===== src/rtl/uart_rx_ctrl.sv =====
// uart_rx_ctrl: frame-sequencing FSM for the UART receiver.
// Counts oversampling edges and data bits, pulses the sampler, deserializer and
// start/parity/stop checker enables, and folds checker results into a single
// result pulse per frame (data_valid, or par_err_o/frm_err_o).
// Optional feature macro: RX_ERR_CNT_EN adds a saturating 8-bit error counter
// output err_cnt (start aborts plus frames ending in an error).
//
// Checker timing contract: each *_chk_en pulse is high in the cycle where
// edge_cnt==Prescale-2; the checker registers its verdict, so the verdict is
// valid in the following cycle (edge_cnt==Prescale-1), which is exactly the
// wrap cycle on which this FSM takes its state decision.
module uart_rx_ctrl #(
   parameter int DATA_WIDTH = 8
) (
   input  logic       CLK,
   input  logic       RST,
   input  logic       RX_IN,
   input  logic [5:0] Prescale,
   input  logic       PAR_EN,
   input  logic       PAR_TYP,
   input  logic       strt_glitch,
   input  logic       par_err,
   input  logic       stp_err,
   output logic       dat_samp_en,
   output logic       strt_chk_en,
   output logic       deser_en,
   output logic       par_chk_en,
   output logic       stp_chk_en,
   output logic       par_typ_o,
   output logic       data_valid,
   output logic       par_err_o,
   output logic       frm_err_o,
   output logic       busy
`ifdef RX_ERR_CNT_EN
   ,
   output logic [7:0] err_cnt
`endif
);

   localparam int BW = (DATA_WIDTH > 1) ? $clog2(DATA_WIDTH) : 1;
   localparam logic [BW-1:0] BIT_LAST = BW'(DATA_WIDTH - 1);

   typedef enum logic [2:0] {IDLE, START, DATA, PARITY, STOP} state_t;

   state_t        state, state_nx;
   logic [5:0]    edge_cnt, edge_nx;
   logic [BW-1:0] bit_cnt, bit_nx;
   logic [5:0]    pre_q, pre_nx, pre_in;
   logic          par_en_q, par_en_nx;
   logic          par_typ_nx;
   logic          par_flag, par_flag_nx;
   logic          data_valid_nx, par_err_nx, frm_err_nx;
   logic          wrap, chk_pt;

   // Prescale below 4 would leave no room for the enable-then-decide pair.
   assign pre_in = (Prescale < 6'd4) ? 6'd4 : Prescale;
   // Decision cycle of the current bit period (uses the frame-latched ratio).
   assign wrap   = (edge_cnt == pre_q - 6'd1);
   // Enable cycle of the coming bit period, one cycle ahead of the decision.
   assign chk_pt = (edge_nx == pre_nx - 6'd2);

   // Next-state, counter and result logic; state changes only on the wrap cycle.
   always_comb begin
      state_nx      = state;
      edge_nx       = edge_cnt;
      bit_nx        = bit_cnt;
      pre_nx        = pre_q;
      par_en_nx     = par_en_q;
      par_typ_nx    = par_typ_o;
      par_flag_nx   = par_flag;
      data_valid_nx = 1'b0;
      par_err_nx    = 1'b0;
      frm_err_nx    = 1'b0;
      if (state == IDLE) begin
         edge_nx = '0;
         bit_nx  = '0;
         if (!RX_IN) begin
            state_nx    = START;
            pre_nx      = pre_in;
            par_en_nx   = PAR_EN;
            par_typ_nx  = PAR_TYP;
            par_flag_nx = 1'b0;
         end
      end else begin
         edge_nx = wrap ? 6'd0 : edge_cnt + 6'd1;
         if (wrap) begin
            case (state)
               START:  state_nx = strt_glitch ? IDLE : DATA;
               DATA: begin
                  if (bit_cnt == BIT_LAST) begin
                     bit_nx   = '0;
                     state_nx = par_en_q ? PARITY : STOP;
                  end else begin
                     bit_nx = bit_cnt + BW'(1);
                  end
               end
               PARITY: begin
                  par_flag_nx = par_err;
                  state_nx    = STOP;
               end
               STOP: begin
                  state_nx      = IDLE;
                  data_valid_nx = !stp_err && !par_flag;
                  par_err_nx    = par_flag;
                  frm_err_nx    = stp_err;
               end
               default: state_nx = IDLE;
            endcase
         end
      end
   end

   // State, counters, latched frame settings and all registered outputs.
   always_ff @(posedge CLK) begin
      if (!RST) begin
         state       <= IDLE;
         edge_cnt    <= '0;
         bit_cnt     <= '0;
         pre_q       <= '0;
         par_en_q    <= 1'b0;
         par_flag    <= 1'b0;
         par_typ_o   <= 1'b0;
         dat_samp_en <= 1'b0;
         busy        <= 1'b0;
         strt_chk_en <= 1'b0;
         deser_en    <= 1'b0;
         par_chk_en  <= 1'b0;
         stp_chk_en  <= 1'b0;
         data_valid  <= 1'b0;
         par_err_o   <= 1'b0;
         frm_err_o   <= 1'b0;
      end else begin
         state       <= state_nx;
         edge_cnt    <= edge_nx;
         bit_cnt     <= bit_nx;
         pre_q       <= pre_nx;
         par_en_q    <= par_en_nx;
         par_flag    <= par_flag_nx;
         par_typ_o   <= par_typ_nx;
         dat_samp_en <= (state_nx != IDLE);
         busy        <= (state_nx != IDLE);
         strt_chk_en <= (state_nx == START)  && chk_pt;
         deser_en    <= (state_nx == DATA)   && chk_pt;
         par_chk_en  <= (state_nx == PARITY) && chk_pt;
         stp_chk_en  <= (state_nx == STOP)   && chk_pt;
         data_valid  <= data_valid_nx;
         par_err_o   <= par_err_nx;
         frm_err_o   <= frm_err_nx;
      end
   end

`ifdef RX_ERR_CNT_EN
   logic err_inc;
   assign err_inc = wrap && (((state == START) && strt_glitch) ||
                             ((state == STOP) && (stp_err || par_flag)));

   // Saturating count of start aborts and frames ending with an error.
   always_ff @(posedge CLK) begin
      if (!RST)
         err_cnt <= '0;
      else if (err_inc && (err_cnt != 8'hFF))
         err_cnt <= err_cnt + 8'd1;
   end
`endif

endmodule

===== config.mk =====
export PLATFORM = sky130hd
export DESIGN_NAME = uart_rx_ctrl
export DESIGN_NICKNAME = d
export VERILOG_FILES = /design/src/rtl/uart_rx_ctrl.sv
export SDC_FILE = /design/constraint.sdc
export NUM_CORES = 1
export LEC_CHECK = 0
export ABC_AREA = 1
export ABC_CLOCK_PERIOD_IN_PS = 4150
export BUFFER_PORTS_ARGS = -buffer_cell sky130_fd_sc_hd__buf_2
export CORE_AREA = 3 3 64 66
export DETAILED_ROUTE_END_ITERATION = 7
export DIE_AREA = 0 0 67 69
export PLACE_DENSITY = 0.69
export SYNTH_ARGS = -nofsm -noshare
export SYNTH_HDL_FRONTEND = slang
export SYNTH_SLANG_ARGS = --single-unit

===== constraint.sdc =====
create_clock -name CLK -period 4.15 [get_ports CLK]
set_input_delay 0.2075 -clock CLK [delete_from_list [all_inputs] [get_ports CLK]]
set_output_delay 0.2075 -clock CLK [all_outputs]
set_load 0.01 [all_outputs]

==> metrics.yaml <==
clock_tree:
  clock_path_buffers: 2
  cts_tree: "done"
  clk-insertion-delay-late_ns: 0.28
  ctsResizeCount: 0
  numCtsBuffers: 5
  cts-root-buf: "clkbuf_8"
  cts.sink_count: 29
  hold_buffers: 0
  cts-htree-levels: 2
  clk_pin_slew_ns: 0.06
  cts_setup_buffers: 0
layout:
  diodes: 0
  fillers: 376
  drive_gt1_share_pct: 18.6
  seq_area_um2: 581
  final_util_pct: 55.0
  multi_input_area_um2: 981
  final_cell_area_um2: 2000
  syn2layout_area_growth_pct: 13.5
  stdcell_count: 344
  finalNetCount: 314
global_routing:
  track_usage_pct: 17.3
  grt_max_degree: 18
  grt_pass1_wl_um: 6150
  grt_pass1_vias: 1458
  overflow: 0
  antenna_found_initial: 0
detailed_routing:
  wl_per_cell_um: 10.5
  viasPerCell: 4.72
  drtAntennaViolNets: 0
  drcViolationCount: 0
  firstDrtPassIters: 4
  drtIter0Drc: 61
  vias: 1624
  totalWireLength_um: 3600
timing:
  fin_worst_skew_ns: 0.00307
  fin_crit_ns: 2.35
  maxSlewViolCount: 0
  setup_ws_ns: 1.80
  setup_viol: 0
  hold_ws_ns: 0.104
  worstMarginPinSlew_ns: 0.512
  final_hold_viol_count: 0
  rsz0062_at_grt: "no"
  maxSlewHeadroom_pct: 65.7
  min_period_over_period_pct: 56.6
  fmax_ghz: 0.425
  tns_ns: 0
die:
  dieArea_um2: 4620
  core_um2: 3630
  pin_count: 24
  rows: 22
  start_util_pct: 48.4
  fp.dieH_um: 69
  die_width_um: 67
setup_path:
  r2r_setup_slack_ns: 1.80
  crit_path_start_kind: "register"
  crit_fanout: 12
  crit_buf_inv: 2
  cpMaxStageDelayCell: "dfxtp_1"
  crit_family: "simple AND/OR/NAND/NOR gates"
  critPathKind: "register to register"
  endpoint_kind: "register"
  worstPathCellList: "nor2_2 > nand3_2 > inv_2 > nand2_1 > o21ai_2 > ha_1 > nand3_1 > nor2_1 > nand2_1 > nand2_1 > inv_1 > nand2_1 > nand2_1 > nor2_2 > nand3_2 > nor2_1"
  worst_path_most_repeated_cell: "nand2_1"
  worstPathArrival_ns: 2.57
  critPathRequiredTime_ns: 4.37
  worst_path_largest_cell_delay_ns: 0.39
placement:
  gp_congestion: 0.867
  portBuffers: 23
  dp_cells: 336
  dpl_cell_area_um2: 1900
  place_ws_ns: 1.81
  hpwl_um: 2830
synth:
  yosysWarningCount: 0
  ys_seq_area_share_pct: 33.0
  synth_seq_cells: 29
  synth.distinct_cells: 31
  syn-instance-count: 270
  synth_area_um2: 1760
  synthesis.nets: 289
  synth_area_per_cell_um2: 6.52
status:
  status: "completed"
hold_path:
  hp-class: "input pin to register"
flow_run:
  maxCapViolCount: 0
power:
  p_leak_nw: 1.00
  ir_drop_mv: 0.304
  power_mw: 0.681
  cellPowerDensity_nw_per_um2: 341
layout make-up:
type	count	share of cell area (%)
clock inverters	1	0.251
repair buffers	23	5.76
inverters	42	7.96
well taps	48	3.01
multi-input cells	194	49.1
clock buffers	7	4.82
flip-flops and latches	29	29.1
routing by layer:
layer  track usage, %  vias up  share of wire (%)
met3             5.37        6                4.4
met5                0        -                  0
li1                 -      896                  -
met2             27.3       29                 47
met4             7.21        0                1.6
met1             21.2      693                 47
sequential cells by signal, summed over array words and instances (netlist names), 3 cells and up:
register / count
edge_cnt: 6
state: 3
pre_q: 6
bit_cnt: 3
where the power goes:
group,internal [mW],switching (mW),leakage (nW)
Clock,0.149,0.101,0.0542
Sequential,0.287,0.00987,0.236
Combinational,0.0471,0.0855,0.713
Total,0.484,0.197,1.00
final timing paths:
path | from | end | cells after the start
worst max register to register | state[0] | deser_en | 16
worst min register to register | par_flag | par_err_o | 2
worst min-delay path | stp_err | data_valid | 2
worst max-delay path | state[0] | deser_en | 16
placed cells by master, fill, tap and decap left out:
cell type  synthesis  final
nand2_1           80     80
inv_1             37     37
nor2_1            36     36
dfxtp_1           29     29
buf_2              1     23
nand3_1           16     16
o21ai_0            9      9
nand4_1            8      8
nor2_2             7      7
a21oi_1            7      7
clkbuf_8           0      7
ha_1               5      5
o21ai_2            4      4
xor2_1             4      4
inv_2              3      3
nand3_2            3      3
nand2_2            2      2
xnor2_1            2      2
clkinv_2           1      2
nand3b_1           2      2
nor3_1             2      2
o21a_2             1      1
clkinv_1           1      1
a21oi_4            1      1
nand3_4            1      1
a21oi_2            1      1
o211a_1            1      1
o21ai_1            1      1
a211oi_1           1      1
cells by family after synthesis:
kind of cell             share of synthesized area (%)
AO/OA/AOI/OAI                                     9.74
XOR/XNOR                                          2.99
buffers and inverters                             11.2
flip-flops                                        33.0
adder cells (fa/ha/maj)                           3.56
AND/OR/NAND/NOR                                   39.5
synthesized netlist by cell type:
master,count,area share (%)
a21oi_2,1,0.50
inv_2,3,0.64
inv_1,37,7.9
xor2_1,4,2.0
o21ai_1,1,0.28
nand4_1,8,2.8
nor3_1,2,0.57
nor2_2,7,2.5
buf_4,1,0.43
nand3b_1,2,0.85
clkbuf_1,1,0.21
clkinv_1,1,0.21
xnor2_1,2,1.0
buf_6,2,1.3
o21ai_2,4,2.0
nand2_2,2,0.71
a211oi_1,1,0.43
nor2_1,36,7.7
o21a_2,1,0.50
a21oi_4,1,0.92
nand3_1,16,4.6
o211a_1,1,0.57
nand3_4,1,1.0
a21oi_1,7,2.0
dfxtp_1,29,33
nand3_2,3,1.7
nand2_1,80,17
o21ai_0,9,2.6
clkinv_2,1,0.28
ha_1,5,3.6
buf_2,1,0.28
(Power assumes the default switching activity.)
